==> src/rtl/fetch_stage_if.sv <==
// ---------------------------------------------------------------------------
// fetch_stage_if
//
// Purpose: bus between the fetch stage and the synchronous instruction
// memory. The fetch stage presents an address combinationally every cycle;
// the memory returns the word for that address one cycle later.
//
// Signals:
//   imem_addr   [AW-1:0]  address driven by the fetch stage
//   imem_rdata  [IW-1:0]  registered read data returned by the memory
//
// Modports:
//   master  fetch-stage side (drives imem_addr, samples imem_rdata)
//   slave   memory side     (samples imem_addr, drives imem_rdata)
// ---------------------------------------------------------------------------
interface fetch_stage_if #(
    parameter int AW = 8,
    parameter int IW = 16
);
    logic [AW-1:0] imem_addr;
    logic [IW-1:0] imem_rdata;

    modport master (
        output imem_addr,
        input  imem_rdata
    );

    modport slave (
        input  imem_addr,
        output imem_rdata
    );
endinterface

==> src/rtl/fetch_stage.sv <==
// ---------------------------------------------------------------------------
// fetch_stage
//
// Purpose: instruction-fetch stage of the pipelined core. Holds the PC and
// the instruction register, drives the synchronous instruction memory, and
// honours the hazard unit's load-use stall, the execute stage's branch
// redirect and the HALT opcode.
//
// Ports:
//   clk         in   rising-edge clock
//   rst         in   asynchronous, active-low reset
//   stall_ld    in   active-low stall; 0 holds PC, IR and the in-flight fetch
//   br_taken    in   redirect request from execute
//   br_target   in   redirect address (valid with br_taken)
//   imem        --   instruction-memory bus (master side)
//   ir          out  instruction register (all zeros = NOP / bubble)
//   ir_pc       out  address of the instruction held in ir
//   ir_valid    out  ir holds a real instruction
//   rr1, rr2    out  source-register fields of ir for the hazard unit
//   halted      out  high while fetch is stopped on a HALT instruction
// ---------------------------------------------------------------------------
module fetch_stage #(
    parameter int              AW       = 8,
    parameter int              IW       = 16,
    parameter logic [AW-1:0]   RESET_PC = '0,
    parameter logic [3:0]      HALT_OP  = 4'hF
) (
    input  logic              clk,
    input  logic              rst,
    input  logic              stall_ld,
    input  logic              br_taken,
    input  logic [AW-1:0]     br_target,
    fetch_stage_if.master     imem,
    output logic [IW-1:0]     ir,
    output logic [AW-1:0]     ir_pc,
    output logic              ir_valid,
    output logic [3:0]        rr1,
    output logic [3:0]        rr2,
    output logic              halted
);

    typedef enum logic [1:0] {
        ST_FILL = 2'd0,
        ST_RUN  = 2'd1,
        ST_HALT = 2'd2
    } state_t;

    state_t        state,    state_nxt;
    logic [AW-1:0] pc,       pc_nxt;
    logic [AW-1:0] f_pc,     f_pc_nxt;
    logic          f_v,      f_v_nxt;
    logic [IW-1:0] ir_nxt;
    logic [AW-1:0] ir_pc_nxt;
    logic          ir_valid_nxt;

    logic [3:0]    fetched_op;

    assign fetched_op = imem.imem_rdata[IW-1 -: 4];

    // Memory address. During a stall the in-flight address (f_pc) is
    // re-issued so the same word is presented again next cycle, which
    // avoids any skid buffer. In HALT the frozen pc is presented.
    always_comb begin
        imem.imem_addr = pc;
        if (br_taken) begin
            imem.imem_addr = br_target;
        end else if (state == ST_HALT) begin
            imem.imem_addr = pc;
        end else if (!stall_ld) begin
            imem.imem_addr = f_pc;
        end
    end

    // Next-state logic. Priority: branch, HALT, stall, advance. FILL is an
    // ordinary advance whose in-flight word is known invalid (f_v = 0).
    always_comb begin
        state_nxt    = state;
        pc_nxt       = pc;
        f_pc_nxt     = f_pc;
        f_v_nxt      = f_v;
        ir_nxt       = ir;
        ir_pc_nxt    = ir_pc;
        ir_valid_nxt = ir_valid;

        if (br_taken) begin
            pc_nxt       = br_target + AW'(1);
            f_pc_nxt     = br_target;
            f_v_nxt      = 1'b1;
            ir_nxt       = '0;
            ir_valid_nxt = 1'b0;
            state_nxt    = ST_RUN;
        end else if (state == ST_HALT) begin
            // Nothing further is fetched, so whatever is on the bus is stale.
            f_v_nxt = 1'b0;
        end else if (stall_ld) begin
            ir_nxt       = f_v ? imem.imem_rdata : '0;
            ir_valid_nxt = f_v;
            ir_pc_nxt    = f_pc;
            f_pc_nxt     = pc;
            f_v_nxt      = 1'b1;
            pc_nxt       = pc + AW'(1);
            if (state == ST_FILL) begin
                state_nxt = ST_RUN;
            end else if (f_v && (fetched_op == HALT_OP)) begin
                state_nxt = ST_HALT;
            end
        end
    end

    // State registers with asynchronous active-low reset.
    always_ff @(posedge clk or negedge rst) begin
        if (!rst) begin
            state    <= ST_FILL;
            pc       <= RESET_PC;
            f_pc     <= RESET_PC;
            f_v      <= 1'b0;
            ir       <= '0;
            ir_pc    <= RESET_PC;
            ir_valid <= 1'b0;
        end else begin
            state    <= state_nxt;
            pc       <= pc_nxt;
            f_pc     <= f_pc_nxt;
            f_v      <= f_v_nxt;
            ir       <= ir_nxt;
            ir_pc    <= ir_pc_nxt;
            ir_valid <= ir_valid_nxt;
        end
    end

    assign rr1    = ir[7:4];
    assign rr2    = ir[3:0];
    assign halted = (state == ST_HALT);

endmodule

==> src/flat_wrapper.sv <==
// flat-port wrapper written by rule: the top's interface ports become plain ports
module fetch_stage_flat 
#(
    parameter int              AW       = 8,
    parameter int              IW       = 16,
    parameter logic [AW-1:0]   RESET_PC = '0,
    parameter logic [3:0]      HALT_OP  = 4'hF
)
  (clk, rst, stall_ld, br_taken, br_target, ir, ir_pc, ir_valid, rr1, rr2, halted, imem_imem_addr, imem_imem_rdata);
  fetch_stage_if #(.AW(AW), .IW(IW)) imem_i ();
  input  logic clk;
  input  logic rst;
  input  logic stall_ld;
  input  logic br_taken;
  input  logic [AW-1:0] br_target;
  output logic [IW-1:0] ir;
  output logic [AW-1:0] ir_pc;
  output logic ir_valid;
  output logic [3:0] rr1;
  output logic [3:0] rr2;
  output logic halted;
  output wire logic [$bits(imem_i.imem_addr)-1:0] imem_imem_addr;
  input wire logic [$bits(imem_i.imem_rdata)-1:0] imem_imem_rdata;
  assign imem_imem_addr = imem_i.imem_addr;
  assign imem_i.imem_rdata = imem_imem_rdata;
  fetch_stage #(.AW(AW), .IW(IW), .RESET_PC(RESET_PC), .HALT_OP(HALT_OP)) u_core (.clk(clk), .rst(rst), .stall_ld(stall_ld), .br_taken(br_taken), .br_target(br_target), .imem(imem_i), .ir(ir), .ir_pc(ir_pc), .ir_valid(ir_valid), .rr1(rr1), .rr2(rr2), .halted(halted));
endmodule
==> config.mk <==
export PLATFORM = sky130hd
export DESIGN_NAME = fetch_stage_flat
export DESIGN_NICKNAME = d
export VERILOG_FILES = /design/src/rtl/fetch_stage_if.sv /design/src/rtl/fetch_stage.sv /design/src/flat_wrapper.sv
export SDC_FILE = /design/constraint.sdc
export NUM_CORES = 1
export LEC_CHECK = 0
export ABC_AREA = 1
export CORE_ASPECT_RATIO = 1.4
export CORE_MARGIN = 8
export CORE_UTILIZATION = 60
export DETAILED_ROUTE_END_ITERATION = 10
export DONT_BUFFER_PORTS = 1
export GPL_TIMING_DRIVEN = 1
export HOLD_SLACK_MARGIN = 0.1
export PLACE_DENSITY = 0.76
export SYNTH_ARGS = -nofsm -noshare
export SYNTH_HDL_FRONTEND = slang
export SYNTH_SLANG_ARGS = --single-unit
export TNS_END_PERCENT = 50
==> constraint.sdc <==
create_clock -name clk -period 1.5 [get_ports clk]
set_input_delay 0.225 -clock clk [delete_from_list [all_inputs] [get_ports clk]]
set_output_delay 0.225 -clock clk [all_outputs]
set_load 0.02 [all_outputs]
# Yosys cells after proc, flatten, opt, wreduce, memory -nomap -nowiden
# Cells that the tools add are included.
# word_totals
register_bits,44
elab_cells,45
# classes
n_addsub,2
eq_ne,3
n_mux,23
bitwise_logic,2
n_reduce_logical,8
# ops
op,count
$mux W16,4
$mux W8,8
$add A8 B1 Y8 const B,2
$mux W2,5
$mux W1,6
$reduce_and A3 Y1,2
$reduce_bool A3 Y1,2
$eq A4 B4 Y1 const B,1
$eq A2 B2 Y1 const B,1
$logic_not A2 Y1,1
$ne A2 B2 Y1 const B,1
$not A1 Y1,2
$reduce_and A2 Y1,1
$reduce_bool A2 Y1,1
$logic_and A1 B1 Y1,1

# Logic depth before layout (Yosys ltp)
# Gate-level depths: netlist of the first run.
# depth
ltp_word,7
mapped_depth,10
mapped_depth_nobuf,10

# Worst setup path after synthesis of the first run
# OpenSTA, ideal clock, no wires.
# synth_path
path_kind,register to output
start,register u_core.state[0]
end,output imem_imem_addr[6]
arrival_time_ns,1.186
required_time_ns,1.275
path_slack_ns,0.089
path_stages_with_launch,7
path_cell_list,dfrtp_1 -> inv_1 -> nand2_2 -> buf_2 -> o211ai_1 -> a21oi_1 -> nor2_1
# synth_via
elab_chain_cells,3
# synth_rtl
element,line_no,source
"start, declared",fetch_stage.sv:48,"state_t state, state_nxt;"
"start signal, assigned",fetch_stage.sv:121,state <= state_nxt;
$eq A2 B2 Y1,fetch_stage.sv:67,end else if (state == ST_HALT) begin
$mux W8,fetch_stage.sv:67,
$mux W8,fetch_stage.sv:65,if (br_taken) begin
"end, declared",flat_wrapper.sv:22,output wire logic [$bits(imem_i.imem_addr)-1:0] imem_imem_addr;
# No other way between the ends.

# Worst setup path in the final report of the first run
# Ends and elaborated chain as after synthesis.

==> impl_metrics.csv, run 1 <==
group,metric,value,unit
status,outcome,"finished, violations left",
status,violations,"setup timing",
finish,utilization,0.758,
logic_synthesis,synthCells,283,
logic_synthesis,synth_area,0.00237,mm²
detailed_routing,post_drt_wl_per_cell,16.4,µm
finish,multi_input_area,0.00109,mm²
power_and_ir_drop,power_density,1050,mW/mm²
hold_path,hold_depth,2,
worst_setup_path,rr_worst_depth,8,
detailed_routing,drcViolationCount,0,
clocking,cts_buffers,5,
logic_synthesis,synth-main-ff-cell,"dfrtp_1",
clocking,cts_buffer_depth,2,
timing,rsz0062_at_grt,"yes",
detailed_routing,via_per_inst,5.59,
floorplan,die_w,69.1,µm
worst_setup_path,crit_slowest_cell,"dfrtp_1",
logic_synthesis,synth.avg_cell_area,8.36,µm²
hold_path,hp-start,"imem_imem_rdata[12]",
placed_design,gp_congestion,0.958,
floorplan,coreArea,0.00385,mm²
logic_synthesis,synth_area_leader_cell,"dfrtp_1",
detailed_routing,drtIter0Drc,144,
logic_synthesis,yosysSeqAreaShare,0.465,
logic_synthesis,ys_seq_elements,44,
worst_setup_path,reg2reg_slack,0.03,ns
floorplan,die_area,0.00624,mm²
timing,finalSetupViolCount,8,
detailed_routing,drt_wl_total,6010,µm
logic_synthesis,syn_nets,312,
detailed_routing,vias,2052,
detailed_routing,firstDrtPassIters,4,
logic_synthesis,yosys-top-cells-count,"nand2_1, dfrtp_1, inv_1, nand3_1, nor2_1",
logic_synthesis,yosysTopAreaCellShare,0.465,
finish,n_antenna_cell,0,
job,drv_cap,0,
timing,setup-tns-final,-0.887,ns
worst_setup_path,critPathKind,"reg -> out",
timing,hold_viol,0,
detailed_routing,met2_length,2980,µm
worst_setup_path,startpoint,"u_core.state[0]$_DFFE_PN0P_",
timing,setup_slack,-0.160,ns
clocking,htree_levels,2,
power_and_ir_drop,max-vdd-ir-drop,0.000887,V
logic_synthesis,synth_edf_count,0,
placed_design,numPortBuffers,0,
logic_synthesis,async_reset_ff_frac,1.00,
floorplan,rows,27,
floorplan,io_pins,70,
logic_synthesis,ys_warn_count,0,
finish,ff_latch_area,0.00110,mm²
detailed_routing,ant_nets,0,
timing,worst_slew_pin_slew,0.408,ns
finish,fillers,290,
detailed_routing,dr_wl_met3,454,µm
timing,finalCritPeriodShare,1.11,
detailed_routing,highest_layer,"met4",
timing,slew_viol_final,0,
worst_setup_path,arrival,1.43,ns
finish,drive_gt1_frac,0.244,
worst_setup_path,timing.rr.start,"u_core.state[0]$_DFFE_PN0P_",
clocking,clock-sinks,44,
clocking,cts.reportedPaths.clkPinSlew,0.09,ns
grt,antenna_found_initial,0,
finish,area_growth_syn_to_layout,23.4,%
worst_setup_path,critPathMaxStageDelay,0.41,ns
placed_design,place_ws,0.0611,ns
grt,overflow,0,
timing,fin_skew,0.00705,ns
hold_path,min_path_type,"in -> reg",
hold_path,min_delay_worst_endpoint,"u_core.ir[12]$_DFFE_PN0P_",
worst_setup_path,required,1.27,ns
worst_setup_path,cp_max_fo,5,
worst_setup_path,critPathLaunchType,"flip-flop",
detailed_routing,wl_met1,2430,µm
timing,fmax,603,MHz
clocking,cts_root_buffer,"clkbuf_8",
worst_setup_path,cp_cell_sequence,"inv_2 > nand2_4 > o211ai_1 > a21oi_1 > nor2_1 > buf_4",
floorplan,initial_core_util,0.614,
placed_design,dpl.hpwl,3950,µm
timing,finalCriticalPeriod,1.66,ns
grt,grt_pass1_wl,9560,µm
finish,nets,352,
power_and_ir_drop,leakagePower,1.50,nW
logic_synthesis,yosysUniqueCellTypes,31,
grt,grt_max_degree,45,
logic_synthesis,synth_area_leaders,"dfrtp_1, nand2_1, nand2_4, nand3_1, inv_1",
grt,grt_pass1_vias,1953,
worst_setup_path,critPathCaptureType,"primary output",
timing,whs,0.126,ns
worst_setup_path,r2r-end,"u_core.pc[4]$_DFFE_PN0P_",
floorplan,fp.dieH,90.3,µm
clocking,cts_tree,"done",
clocking,clock_latency,0.30,ns
timing,slew_headroom,0.728,
logic_synthesis,synth_most_common_cell,"nand2_1",
grt,groute.usage.overall,0.184,
==> layout make-up <==
type	count	share of cell area
tap	43	0.0184
multi-input combinational	197	0.374
timing repair buffer	51	0.156
sequential	44	0.377
clock buffer	6	0.0283
clock inverter	2	0.0133
inverter	24	0.0326
==> cells by family after synthesis <==
family	after synthesis	synth area share
DFF	44	0.465
buffers and inverters	44	0.102
adders and majority gates	1	0.00529
AOI/OAI and AO/OA	49	0.125
and+or+nand+nor	145	0.302
==> cell usage in the layout, fill, tap and decap left out, drive strengths merged, types with 2 or more instances in the layout <==
cell type,Yosys,final
nand2,106,107
dfrtp,44,44
buf,17,33
inv,24,24
o21ai,22,22
nand3,20,20
dlygate4sd3,0,18
nor2,16,16
a21oi,10,11
o211ai,6,6
clkbuf,3,6
o22ai,5,5
nor3,3,3
o221ai,2,2
==> state kept, by name, indices dropped and copies added, names as in the netlist <==
| register | count |
|---|---|
| u_core.f_pc | 8 |
| u_core.f_v | 1 |
| u_core.ir | 16 |
| u_core.ir_pc | 8 |
| u_core.ir_valid | 1 |
| u_core.pc | 8 |
| u_core.state | 2 |
==> critical path, delay by kind of cell, from the launching register on <==
kind | cells | cell delay (ns)
buffers and inverters | 2 | 0.27
AOI/OAI and AO/OA | 2 | 0.21
DFF | 1 | 0.41
and+or+nand+nor | 2 | 0.25
==> per-stage QoR <==
step	area, µm²	std cells	total power, mW
floorplan	2370	283	1.89
global placement	2400	324	1.97
detailed placement	2400	324	1.98
CTS	2820	359	3.03
global route	2920	367	3.20
finish	2920	367	3.06
==> layer usage <==
metal / track usage / vias to the layer above
met4: 0.0875 / 0
met1: 0.220 / 963
met2: 0.290 / 78
li1: - / 995
met3: 0.0583 / 16
met5: 0 / -
==> how the worst max path moves through the flow <==
stage / cells after the start / slack, ns / to
after detailed placement: 7 / 0.06 / imem_imem_addr[4]
after floorplan: 6 / 0.09 / imem_imem_addr[6]
after global placement: 6 / 0.09 / imem_imem_addr[4]
after global routing: 6 / -0.23 / imem_imem_addr[6]
final: 6 / -0.16 / imem_imem_addr[6]
after CTS: 6 / -0.13 / imem_imem_addr[5]
==> power by group <==
group	switching (mW)	internal [mW]	leakage (nW)
sequential	0.183	1.30	0.546
combinational	0.359	0.260	0.892
clock	0.410	0.545	0.0614
total	0.952	2.11	1.50
==> what timing repair did <==
item | 4_1_cts | 5_1_grt
pin swaps | 7 | 8
buffers inserted | 7 | 6
gates resized for setup | 8 | 12
gates cloned | 1 | 2
endpoints found under the setup margin | 8 | 33
hold buffers | 19 | 0
hold endpoints to repair | 62 | 0
No activity file was read; power rests on OpenSTA's default activity.
==> run 2, diff against run 1 <==
--- a/config.mk
+++ b/config.mk
@@ -5,7 +5,6 @@
 export SDC_FILE = /design/constraint.sdc
 export NUM_CORES = 1
 export LEC_CHECK = 0
-export ABC_AREA = 1
 export CORE_ASPECT_RATIO = 1.4
 export CORE_MARGIN = 8
 export CORE_UTILIZATION = 60
==> impl_metrics.csv, run 2 <==
group,metric,value,unit
status,outcome,"finished, violations left",
status,violations,"setup timing",
worst_setup_path,required,1.27,ns
worst_setup_path,critPathKind,"reg -> out",
finish,drive_gt1_frac,0.298,
clocking,htree_levels,2,
finish,layout.cells.most_common,"dfrtp_1",
timing,fmax,565,MHz
floorplan,initial_core_util,0.616,
floorplan,fp.dieH,87.7,µm
finish,nets,290,
timing,rsz0062_at_grt,"yes",
worst_setup_path,startpoint,"u_core.state[1]$_DFFE_PN0P_",
finish,max_flop_register,"u_core.ir",
placed_design,numPortBuffers,0,
logic_synthesis,synth_area,0.00221,mm²
power_and_ir_drop,clkPwrFrac,0.283,
logic_synthesis,ys_seq_elements,44,
worst_setup_path,cp_max_fo,8,
grt,overflow,0,
timing,finalCritPeriodShare,1.18,
placed_design,gp_congestion,0.872,
logic_synthesis,yosys-top-cells-count,"nand2_1, dfrtp_1, a22o_1, a31oi_1, nor2_1",
logic_synthesis,synth.avg_cell_area,10.2,µm²
worst_setup_path,timing.rr.start,"u_core.state[0]$_DFFE_PN0P_",
logic_synthesis,synth-main-ff-cell,"dfrtp_1",
detailed_routing,via_per_inst,6.15,
clocking,cts_buffers,5,
worst_setup_path,r2r-end,"u_core.pc[3]$_DFFE_PN0P_",
power_and_ir_drop,p_sw,949,µW
grt,grt_max_degree,45,
power_and_ir_drop,max-vdd-ir-drop,0.000990,V
clocking,cts_tree,"done",
detailed_routing,drt_wl_total,6010,µm
finish,area_growth_syn_to_layout,29.5,%
power_and_ir_drop,leakagePower,1.30,nW
timing,worst_slew_pin_slew,0.428,ns
logic_synthesis,yosysSeqAreaShare,0.499,
hold_path,min_path_type,"in -> reg",
clocking,cts.reportedPaths.clkPinSlew,0.08,ns
detailed_routing,ant_nets,0,
logic_synthesis,synth_area_leaders,"dfrtp_1, nand2_1, a22o_1, mux2_1, a31oi_1",
grt,groute.usage.overall,0.191,
timing,fin_skew,0.0113,ns
logic_synthesis,synth_area_leader_cell,"dfrtp_1",
finish,fillers,213,
timing,finalSetupViolCount,37,
finish,largest_register_ffs,16,
grt,antenna_found_initial,0,
floorplan,die_w,67.2,µm
detailed_routing,vias,1869,
clocking,clock_latency,0.30,ns
detailed_routing,drtIter0Drc,155,
floorplan,coreArea,0.00358,mm²
timing,slew_viol_final,0,
worst_setup_path,critPathLaunchType,"flip-flop",
grt,grt_pass1_wl,8710,µm
power_and_ir_drop,internal_power,2.16,mW
hold_path,hold_depth,2,
logic_synthesis,synth_edf_count,0,
power_and_ir_drop,finalPower,3.11,mW
finish,ff_latch_area,0.00110,mm²
timing,setup_slack,-0.270,ns
power_and_ir_drop,seq_power_share,0.497,
floorplan,rows,26,
logic_synthesis,yosysTopAreaCellShare,0.499,
floorplan,io_pins,70,
floorplan,die_area,0.00590,mm²
finish,multi_input_area,0.00109,mm²
clocking,cts_buffer_depth,2,
timing,slew_headroom,0.714,
timing,hold_viol,0,
logic_synthesis,ys_warn_count,0,
worst_setup_path,reg2reg_slack,-0.09,ns
logic_synthesis,async_reset_ff_frac,1.00,
worst_setup_path,arrival,1.54,ns
detailed_routing,post_drt_wl_per_cell,19.8,µm
finish,n_antenna_cell,0,
timing,finalCriticalPeriod,1.77,ns
job,drv_cap,0,
clocking,cts_root_buffer,"clkbuf_8",
logic_synthesis,synthCells,217,
worst_setup_path,rr_worst_depth,8,
hold_path,min_delay_worst_endpoint,"u_core.pc[5]$_DFFE_PN0P_",
power_and_ir_drop,switching_share,0.305,
grt,grt_pass1_vias,1806,
timing,whs,0.108,ns
logic_synthesis,syn_nets,246,
finish,mostFrequentLayoutCells,"dfrtp_1, nand2_1, buf_4, dlygate4sd3_1, a22o_1",
worst_setup_path,critPathCaptureType,"primary output",
logic_synthesis,synth_most_common_cell,"nand2_1",
detailed_routing,drcViolationCount,0,
power_and_ir_drop,power_density,1090,mW/mm²
hold_path,hp-start,"br_target[5]",
placed_design,dpl.hpwl,3670,µm
detailed_routing,firstDrtPassIters,5,
logic_synthesis,yosysUniqueCellTypes,35,
finish,fin_area,0.00286,mm²
clocking,clock-sinks,44,
placed_design,dpl_cell_area,0.00233,mm²
power_and_ir_drop,p_comb_frac,0.219,
[run 2: changes by cell type after synthesis, moves of 10 or more]
cell	change
inv_1	-20
a22o_1	+16
nand2_4	-11
mux2_1	+10
nand3_1	-10
o21ai_0	-11
nand2_1	-41
a31oi_1	+14
[run 2: kinds of logic (layout without fill, tap and decap cells)]
family | Yosys count | count (layout) | synth area share
compound gates | 47 | 47 | 0.154
xor+xnor | 8 | 8 | 0.0352
fa+ha+maj | 1 | 1 | 0.00567
buf+inv | 23 | 66 | 0.0681
flops | 44 | 44 | 0.499
mux | 14 | 14 | 0.0720
simple gates | 80 | 82 | 0.166
[run 2: cell type report]
class | count | share of cell area
Clock inverter | 2 | 0.0123
Multi-Input combinational cell | 152 | 0.382
Sequential cell | 44 | 0.385
Inverter | 3 | 0.00394
Timing Repair Buffer | 55 | 0.173
Tap cell | 42 | 0.0184
Clock buffer | 6 | 0.0254
[run 2: repair_timing]
item                       CTS  global route
gates resized for setup      5            17
setup endpoints to repair    9            39
buffers inserted             5             8
pin swaps                    4             9
hold endpoints to repair    66             0
hold buffers                22             0
gates cloned                 0             2
[run 2: through the flow]
stage          std cells  utilization  worst slack (ns)  TNS, ns
6_report             304        0.798            -0.270    -2.93
5_1_grt              304        0.798            -0.314    -4.58
4_1_cts              294        0.760            -0.228    -1.71
3_5_place_dp         259        0.651           -0.0122  -0.0237
3_3_place_gp         259        0.651            0.0467        0
2_1_floorplan        217            -           0.00218        0
[run 2: worst max-delay path by stage]
stage,end,slack [ns]
2_1_floorplan,u_core.ir[2]$_DFFE_PN0P_,0.002
3_3_place_gp,u_core.pc[5]$_DFFE_PN0P_,0.05
3_5_place_dp,u_core.pc[5]$_DFFE_PN0P_,-0.01
4_1_cts,imem_imem_addr[0],-0.23
5_1_grt,imem_imem_addr[7],-0.31
6_report,imem_imem_addr[3],-0.27
[run 2: critical path, stage by stage, from the launching register on]
cell      delay, ns
dfrtp_1        0.42
nand2b_4       0.12
inv_2          0.06
nor2_2         0.09
buf_6          0.15
nand2_2        0.06
a31oi_2        0.18
buf_4          0.17
[run 2: power groups by stage]
stage	sequential (mW)	clock, mW	combinational, mW
after floorplan	1.53	0	0.421
after global placement	1.56	0	0.513
after CTS	1.54	0.884	0.623
after global routing	1.57	0.943	0.741
after detailed placement	1.56	0	0.536
final	1.55	0.882	0.682
[run 2: routing by layer]
| layer | part of all wire | vias to the layer above | GRT usage | wire length, µm |
|---|---|---|---|---|
| met5 | 0 | - | 0 | 0 |
| met4 | 0.031 | 0 | 0.0687 | 187 |
| met3 | 0.10 | 20 | 0.0743 | 604 |
| met2 | 0.51 | 126 | 0.333 | 3050 |
| met1 | 0.36 | 887 | 0.200 | 2170 |
| li1 | - | 836 | - | - |
==> run 3, diff against run 2 <==
--- a/config.mk
+++ b/config.mk
@@ -7,12 +7,13 @@
 export LEC_CHECK = 0
 export CORE_ASPECT_RATIO = 1.4
 export CORE_MARGIN = 8
-export CORE_UTILIZATION = 60
+export CORE_UTILIZATION = 62
 export DETAILED_ROUTE_END_ITERATION = 10
 export DONT_BUFFER_PORTS = 1
 export GPL_TIMING_DRIVEN = 1
 export HOLD_SLACK_MARGIN = 0.1
-export PLACE_DENSITY = 0.76
+export PLACE_DENSITY = 0.78
+export SETUP_SLACK_MARGIN = 0.05
 export SYNTH_ARGS = -nofsm -noshare
 export SYNTH_HDL_FRONTEND = slang
 export SYNTH_SLANG_ARGS = --single-unit
==> impl_metrics.csv, run 3 (synthesized netlist as in run 2, its figures left out) <==
group,metric,value,unit
finish,mostFrequentLayoutCells,"dfrtp_1, nand2_1, buf_4, dlygate4sd3_1, a22o_1",
detailed_routing,via_per_inst,6.13,
finish,nets,285,
finish,fillers,178,
floorplan,die_area,0.00575,mm²
finish,drive_gt1_frac,0.311,
timing,whs,0.103,ns
detailed_routing,firstDrtPassIters,4,
clocking,cts_tree,"done",
floorplan,die_w,66.4,µm
worst_setup_path,cp_max_fo,8,
detailed_routing,drtIter0Drc,91,
finish,fin_area,0.00291,mm²
floorplan,rows,25,
grt,grt_pass1_vias,1951,
finish,area_growth_syn_to_layout,32.0,%
placed_design,dp_cells,259,
grt,grt_pass1_wl,9150,µm
clocking,cts_buffers,5,
detailed_routing,drt_wl_total,5900,µm
hold_path,min_path_type,"in -> reg",
worst_setup_path,r2r-end,"u_core.pc[1]$_DFFE_PN0P_",
timing,hold_viol,0,
power_and_ir_drop,power_density,1090,mW/mm²
worst_setup_path,endpoint,"imem_imem_addr[5]",
floorplan,fp.dieH,86.6,µm
timing,slew_viol_final,0,
floorplan,initial_core_util,0.653,
floorplan,coreArea,0.00338,mm²
finish,max_flop_register,"u_core.ir",
timing,slew_headroom,0.688,
timing,finalSetupViolCount,46,
detailed_routing,post_drt_wl_per_cell,19.9,µm
timing,finalCriticalPeriod,1.75,ns
worst_setup_path,arrival,1.52,ns
placed_design,gp_congestion,0.881,
timing,fmax,572,MHz
worst_setup_path,required,1.27,ns
placed_design,place_ws,-0.0163,ns
timing,rsz0062_at_grt,"yes",
clocking,clock_latency,0.30,ns
clocking,clock-sinks,44,
power_and_ir_drop,finalPower,3.18,mW
grt,antenna_found_initial,0,
detailed_routing,vias,1821,
grt,grt_max_degree,45,
worst_setup_path,reg2reg_slack,-0.16,ns
finish,utilization,0.862,
status,violations,"setup timing",
power_and_ir_drop,max-vdd-ir-drop,0.00105,V
finish,largest_register_ffs,16,
worst_setup_path,rr_worst_depth,7,
placed_design,numPortBuffers,0,
detailed_routing,drcViolationCount,0,
status,outcome,"finished, violations left",
worst_setup_path,critPathLaunchType,"flip-flop",
timing,setup-tns-final,-3.75,ns
finish,layout.cells.most_common,"dfrtp_1",
timing,setup_slack,-0.248,ns
timing,worst_slew_pin_slew,0.466,ns
clocking,cts.reportedPaths.clkPinSlew,0.08,ns
worst_setup_path,timing.rr.start,"u_core.state[0]$_DFFE_PN0P_",
worst_setup_path,critPathKind,"reg -> out",
placed_design,dpl_cell_area,0.00236,mm²
clocking,cts_buffer_depth,2,
worst_setup_path,critPathCaptureType,"primary output",
grt,overflow,0,
detailed_routing,ant_nets,0,
placed_design,dpl.hpwl,3900,µm
clocking,cts_root_buffer,"clkbuf_8",
finish,layout.cells.non_filler,297,
power_and_ir_drop,leakagePower,1.31,nW
job,drv_cap,0,
timing,finalCritPeriodShare,1.17,
timing,fin_skew,0.00365,ns
worst_setup_path,startpoint,"u_core.state[1]$_DFFE_PN0P_",
grt,groute.usage.overall,0.202,
floorplan,io_pins,70,
finish,n_antenna_cell,0,
clocking,htree_levels,2,
## run 3: what timing repair did
action | 4_1_cts | 5_1_grt
gates cloned | 0 | 1
gates resized for setup | 14 | 20
hold endpoints to repair | 66 | 0
hold buffers | 21 | 0
pin swaps | 6 | 29
endpoints found under the setup margin | 15 | 47
setup buffers | 3 | 5
## run 3: worst min path at each step
| stage | start | to | cells after the start |
|---|---|---|---|
| floorplan | rst | u_core.f_pc[0]$_DFFE_PN0P_ | 0 |
| global placement | rst | u_core.ir_pc[0]$_DFFE_PN0P_ | 0 |
| detailed placement | rst | u_core.ir_pc[2]$_DFFE_PN0P_ | 0 |
| CTS | br_taken | u_core.pc[5]$_DFFE_PN0P_ | 2 |
| global route | br_taken | u_core.pc[5]$_DFFE_PN0P_ | 2 |
| finish | br_taken | u_core.f_pc[3]$_DFFE_PN0P_ | 2 |
## run 3: power by group
| group | switching, mW | total, mW | internal, mW |
|---|---|---|---|
| Sequential | 0.223 | 1.55 | 1.32 |
| Combinational | 0.358 | 0.732 | 0.374 |
| Clock | 0.401 | 0.895 | 0.494 |
## run 3: critical path, cell delays in order, from the launching register on
cell and delay [ns]:
dfrtp_1 0.43, nand2b_4 0.10, inv_2 0.04, nor2_2 0.09, buf_6 0.14, nand2_1 0.08
a31oi_2 0.18, buf_4 0.17
## run 3: metal layers
metal / vias to the layer above / part of all wire / global-route usage
met4: 0 / 0.022 / 0.101
met5: - / 0 / 0
met2: 88 / 0.55 / 0.353
met3: 13 / 0.085 / 0.0735
li1: 823 / - / -
met1: 897 / 0.34 / 0.201
## run 3: final cells by class
type                            count  area, µm²  area share
Inverter                            3       11.3     0.00387
Multi-Input combinational cell    150       1130       0.388
Sequential cell                    44       1100       0.378
Clock buffer                        6       72.6      0.0249
Timing Repair Buffer               52        513       0.176
Tap cell                           40       50.0      0.0172
Clock inverter                      2       35.0      0.0120
